`config.mk`:
```
export PLATFORM = sky130hd
export DESIGN_NAME = serial_sum_deserializer
export DESIGN_NICKNAME = d
export VERILOG_FILES = /design/src/rtl/serial_sum_deserializer.sv
export SDC_FILE = /design/constraint.sdc
export NUM_CORES = 1
export LEC_CHECK = 0
export CAP_MARGIN = 20
export CORE_ASPECT_RATIO = 0.6
export CORE_MARGIN = 5
export CORE_UTILIZATION = 45
export DETAILED_ROUTE_END_ITERATION = 8
export PLACE_DENSITY = 0.67
export SYNTH_ARGS = -nofsm -noshare
export SYNTH_HDL_FRONTEND = slang
export SYNTH_SLANG_ARGS = --single-unit
```
`constraint.sdc`:
```
create_clock -name clk -period 3.04 [get_ports clk]
set_input_delay 0.608 -clock clk [delete_from_list [all_inputs] [get_ports clk]]
set_output_delay 0.608 -clock clk [all_outputs]
set_load 0.01 [all_outputs]
```
`src/rtl/serial_sum_deserializer.sv`:
```
// Reassembles LSB-first bit-serial sums into N-bit words behind a small FIFO.
// Define SER_DESER_STATUS_EN to add saturating error/drop counters.
module serial_sum_deserializer #(
  parameter int N     = 8,
  parameter int DEPTH = 2
) (
  input  logic         clk,
  input  logic         rst_n,
  input  logic         bit_valid,
  input  logic         bit_sof,
  input  logic         bit_data,
  input  logic         carry_in,
  output logic         out_valid,
  input  logic         out_ready,
  output logic [N-1:0] out_word,
  output logic         out_carry,
  output logic         busy,
  output logic         frame_err,
  output logic         drop
`ifdef SER_DESER_STATUS_EN
  ,
  input  logic         stat_clr,
  output logic [7:0]   err_cnt,
  output logic [7:0]   drop_cnt
`endif
);

  localparam int CW = (N > 1) ? $clog2(N) : 1;
  localparam int AW = $clog2(DEPTH);
  localparam logic [CW-1:0] LAST = CW'(N - 1);

  typedef enum logic {IDLE, SHIFT} state_t;

  state_t          state, state_nxt;
  logic [CW-1:0]   cnt, cnt_nxt, cnt_base;
  logic [N-1:0]    shreg, shift_in, sh_nxt;
  logic            acc, last, err_nxt;

  logic [N:0]      mem [DEPTH];
  logic [AW-1:0]   wr_ptr, rd_ptr;
  logic [AW:0]     occ;
  logic            full, pop, push, drop_nxt;

  generate
    if (N == 1) begin : g_one
      assign shift_in = bit_data;
    end else begin : g_many
      assign shift_in = {bit_data, shreg[N-1:1]};
    end
  endgenerate

  always_ff @(posedge clk) begin
    if (!rst_n) state <= IDLE;
    else        state <= state_nxt;
  end

  always_comb begin
    state_nxt = state;
    cnt_nxt   = cnt;
    cnt_base  = cnt;
    sh_nxt    = shreg;
    acc       = 1'b0;
    last      = 1'b0;
    err_nxt   = 1'b0;
    if (bit_valid) begin
      case (state)
        IDLE: begin
          acc     = bit_sof;
          err_nxt = !bit_sof;
        end
        SHIFT: begin
          acc     = 1'b1;
          err_nxt = bit_sof;
        end
        default: ;
      endcase
    end
    // A sof always restarts the count; stale bits shift out over N accepts.
    if (acc) begin
      cnt_base = bit_sof ? '0 : cnt;
      sh_nxt   = shift_in;
      last     = (cnt_base == LAST);
      if (last) begin
        state_nxt = IDLE;
        cnt_nxt   = '0;
      end else begin
        state_nxt = SHIFT;
        cnt_nxt   = cnt_base + CW'(1);
      end
    end
  end

  assign busy      = (state == SHIFT);
  assign out_valid = (occ != '0);
  assign full      = (occ == (AW+1)'(DEPTH));
  assign pop       = out_valid & out_ready;
  assign push      = last & (!full | pop);
  assign drop_nxt  = last & full & !pop;
  assign {out_carry, out_word} = mem[rd_ptr];

  always_ff @(posedge clk) begin
    if (!rst_n) begin
      cnt       <= '0;
      shreg     <= '0;
      wr_ptr    <= '0;
      rd_ptr    <= '0;
      occ       <= '0;
      frame_err <= 1'b0;
      drop      <= 1'b0;
      for (int i = 0; i < DEPTH; i++) mem[i] <= '0;
    end else begin
      cnt       <= cnt_nxt;
      shreg     <= sh_nxt;
      frame_err <= err_nxt;
      drop      <= drop_nxt;
      if (push) begin
        mem[wr_ptr] <= {carry_in, shift_in};
        wr_ptr      <= wr_ptr + AW'(1);
      end
      if (pop) rd_ptr <= rd_ptr + AW'(1);
      case ({push, pop})
        2'b10:   occ <= occ + (AW+1)'(1);
        2'b01:   occ <= occ - (AW+1)'(1);
        default: ;
      endcase
    end
  end

`ifdef SER_DESER_STATUS_EN
  always_ff @(posedge clk) begin
    if (!rst_n || stat_clr) begin
      err_cnt  <= '0;
      drop_cnt <= '0;
    end else begin
      if (err_nxt && err_cnt != 8'hFF)   err_cnt  <= err_cnt + 8'd1;
      if (drop_nxt && drop_cnt != 8'hFF) drop_cnt <= drop_cnt + 8'd1;
    end
  end
`endif

endmodule
```
==> summary.md <==
## Drt
* 44 — violation count after the first detailed-routing iteration
* 13.66 um — wire length per cell after detailed routing
* 4 — detailed-routing iteration count for the pre-antenna-repair pass
* 0 — detailed-route DRC error count
* 4.817 — via-per-instance ratio
* 2.909 mm — routed wire length
* 0 — Antenna Nets Post-Route
* 1026 — count of vias placed by the detailed router

## Logic synthesis
* 0 — count of synthesis-stage warnings from yosys
* 150 — Synth Net Count
* 139 — gate count of the mapped netlist
* 36 — flip-flop and latch count after synthesis
* 11.28 um2 — mean cell area of the mapped netlist
* 1568 um2 — cell area after synthesis
* 57.46% — post-synthesis sequential area ratio
* 28 — unique cell type count in the Yosys netlist

## Critical path
* bit_sof — critical path launch point
* 7 — critical path peak fanout
* input pin — Worst Setup Start Kind
* flop — type of destination of the critical path
* 3.26 ns — data required time of the critical path
* 2.93 ns — worst path arrival time
* occ[1]$_SDFFE_PN0P_ — RR Endpoint
* input pin to flop — critical path start-end classification
* cnt[0]$_SDFFE_PN0N_ — r2r startpoint
* 9 — length in cells of the worst reg-to-reg path
* 0.80 ns — setup slack, reg-to-reg

## Timing
* no — RSZ-0062 raised after global routing
* 0 ns — Final TNS setup
* 0 — final count of negative-setup-slack endpoints
* 0 — final hold violations
* 369.9 MHz — highest clock frequency the design can meet
* 0.006247 ns — skew final
* 67.34% — headroom to the max-slew limit
* 2.703 ns — final critical delay including setup and external delays
* 0 — max-slew violation count
* 88.93% — share of the cycle needed by the critical path after routing
* 0.4878 ns — Worst-Margin Slew

## Clocking
* 36 — Clock Sink Count
* 2 — maximum root-to-sink buffer count
* built — clock tree from TritonCTS
* 0 — number of setup buffers added after CTS
* sky130_fd_sc_hd__clkbuf_8 — clock root buffer master
* 0.29 ns — Skew-Pair Late Insertion Delay
* 0 — total of hold buffers inserted after clock tree synthesis
* 5 — total clock buffers created by CTS
* 0 — quantity of gates resized following cts
* 2 — number of levels in the clock H-tree
* 0.07 ns — Reg clk slew, reported paths

## Floorplanning
* 4803 um2 — die area
* 47.46% — starting density of the core
* 20 — count of boundary I/O pins
* 16 — total number of placement rows
* 86.20 um — Die Width
* 3303 um2 — Core Box Area
* 55.72 um — die extent in y

## Run status
* finished clean — status

## Place
* 2.097 mm — DPL Wire Length
* 19 — total of buffers placed on input and output ports
* 205 — DP Cell Count
* 0.8365 — RePlAce Congestion

## Min path
* cnt[0]$_SDFFE_PN0N_ — hold path startpoint
* cnt[0]$_SDFFE_PN0N_ — hold-critical path endpoint
* 2 — worst hold stages
* flop to flop — kind of path behind the tightest hold check

## Power and ir drop
* 0.2564 mV — peak supply drop
* 511.7 nW/um2 — Pwr Density
* 0.7435 nW — total leakage power

## Final layout
* 24.90% — area growth from synthesis to layout
* 178 — Layout Nets
* 213 — final non-filler cell total
* 0 — number of antenna diodes
* 16.67% — share of cells above drive strength 1

## Global route
* 0 — global-route congestion overflow total
* 4.843 mm — first-pass GRT wire length
* 14 — pin count of the biggest net entering global routing
* 1032 — vias in the first global route
* 0 — initial antenna violation count
* 13.32% — total routing resource utilization after global routing

## Run
* 0 — count of max-cap constraint violations

## layer usage
layer | vias to the layer above | GRT usage [%] | share of wire [%]
met5 | - | 0 | 0
met2 | 27 | 18.99 | 44
li1 | 530 | - | -
met1 | 465 | 17.37 | 49
met4 | 0 | 6.000 | 1.4
met3 | 4 | 5.769 | 5.8
## cell families (layout without fill, tap and decap cells)
kind of cell             after synthesis  after routing  share of synthesized area [%]
AO/OA/AOI/OAI                         18             18                          7.821
AND/OR/NAND/NOR                       60             60                          21.15
XOR/XNOR                               3              3                          1.676
multiplexers                           9              9                          6.465
flip-flops                            36             36                          57.46
buffers and inverters                  9             38                          2.234
adder cells (fa/ha/maj)                4              4                          3.192
## worst max-delay path, stage by stage
cell	delay, ns
sky130_fd_sc_hd__clkdlybuf4s50_1	0.47
sky130_fd_sc_hd__nor2b_1	0.18
sky130_fd_sc_hd__ha_1	0.17
sky130_fd_sc_hd__ha_1	0.18
sky130_fd_sc_hd__nand3b_1	0.12
sky130_fd_sc_hd__nor2_2	0.24
sky130_fd_sc_hd__inv_2	0.12
sky130_fd_sc_hd__ha_1	0.32
sky130_fd_sc_hd__or3_1	0.37
sky130_fd_sc_hd__a21boi_1	0.15
## report_power, final
group	total [mW]	switching [mW]	leakage (nW)	internal, mW
Clock	0.413	0.170	0.0541	0.242
Sequential	0.526	0.00519	0.331	0.520
Combinational	0.0636	0.0299	0.359	0.0337
Total	1.00	0.205	0.743	0.797
## metrics by stage
stage | hold WS, ns | utilization [%] | total power [mW] | setup slack (ns) | instance area (um2)
final | 0.4672 | 59.28 | 1.002 | 0.3367 | 1958
after floorplan | 0.4261 | - | 0.5651 | 0.6872 | 1568
after detailed placement | 0.4572 | 55.91 | 0.6004 | 0.05192 | 1847
after global placement | 0.4414 | 55.91 | 0.5981 | 0.1895 | 1847
after CTS | 0.4677 | 59.28 | 1.014 | 0.3586 | 1958
after global routing | 0.4867 | 59.28 | 1.041 | 0.1821 | 1958
## synthesized netlist by cell type, drive strengths merged
| cell | number | area (um2) |
|---|---|---|
| or2 | 1 | 6.260 |
| o21ai | 4 | 20.01 |
| nand3 | 3 | 15.01 |
| a21boi | 11 | 82.58 |
| o21a | 1 | 7.510 |
| xnor2 | 3 | 26.28 |
| nor4b | 1 | 23.77 |
| nand2b | 1 | 6.260 |
| nor3b | 1 | 12.51 |
| buf | 1 | 5.000 |
| edfxtp | 18 | 540.5 |
| or3 | 2 | 12.51 |
| ha | 4 | 50.05 |
| and2 | 11 | 68.82 |
| nand3b | 1 | 7.510 |
| a21o | 1 | 7.510 |
| clkbuf | 4 | 15.01 |
| nand2 | 21 | 78.83 |
| and3 | 6 | 37.54 |
| a21oi | 1 | 5.000 |
| nor2b | 6 | 37.54 |
| dfxtp | 18 | 360.4 |
| nor2 | 6 | 25.03 |
| mux2 | 9 | 101.4 |
| inv | 4 | 15.01 |
## worst max path at each step
stage / end
finish: occ[1]$_SDFFE_PN0P_
global route: occ[1]$_SDFFE_PN0P_
CTS: occ[1]$_SDFFE_PN0P_
detailed placement: occ[1]$_SDFFE_PN0P_
global placement: occ[1]$_SDFFE_PN0P_
floorplan: occ[1]$_SDFFE_PN0P_
## sequential cells by signal (all words and copies together), names as in the netlist, named ones only
| signal | flops |
|---|---|
| busy | 1 |
| cnt | 3 |
| drop | 1 |
| frame_err | 1 |
| mem | 18 |
| occ | 2 |
| rd_ptr | 1 |
| shreg | 7 |
| wr_ptr | 1 |
## placed cells by master, fill, tap and decap left out
master and count:
sky130_fd_sc_hd__mux2_2 9, sky130_fd_sc_hd__nor2b_1 6, sky130_fd_sc_hd__a21o_1 1, sky130_fd_sc_hd__inv_1 3
sky130_fd_sc_hd__o21ai_0 1, sky130_fd_sc_hd__edfxtp_1 18, sky130_fd_sc_hd__nand3_1 3, sky130_fd_sc_hd__nand2_1 21
sky130_fd_sc_hd__and2_1 11, sky130_fd_sc_hd__nor2_1 5, sky130_fd_sc_hd__and3_1 6, sky130_fd_sc_hd__nor2_2 1
sky130_fd_sc_hd__clkinv_2 1, sky130_fd_sc_hd__nor3b_2 1, sky130_fd_sc_hd__o21a_1 1, sky130_fd_sc_hd__clkdlybuf4s50_1 19
sky130_fd_sc_hd__o21ai_1 3, sky130_fd_sc_hd__a21boi_1 11, sky130_fd_sc_hd__nand2b_1 1, sky130_fd_sc_hd__clkbuf_8 5
sky130_fd_sc_hd__inv_2 1, sky130_fd_sc_hd__nor4b_4 1, sky130_fd_sc_hd__nand3b_1 1, sky130_fd_sc_hd__or3_1 2
sky130_fd_sc_hd__buf_4 7, sky130_fd_sc_hd__or2_1 1, sky130_fd_sc_hd__xnor2_1 3, sky130_fd_sc_hd__clkinvlp_4 1
sky130_fd_sc_hd__a21oi_1 1, sky130_fd_sc_hd__bufinv_16 1, sky130_fd_sc_hd__ha_1 4, sky130_fd_sc_hd__dfxtp_1 18
## layout make-up
cell class,instances,area [um2]
flip-flops and latches,36,900.9
repair buffers,26,242.7
fillers,266,1345
well taps,45,56.30
inverters,4,15.01
multi-input cells,94,631.9
clock buffers,5,68.82
clock inverters,3,42.54
No activity file was read; power rests on OpenSTA's default activity.
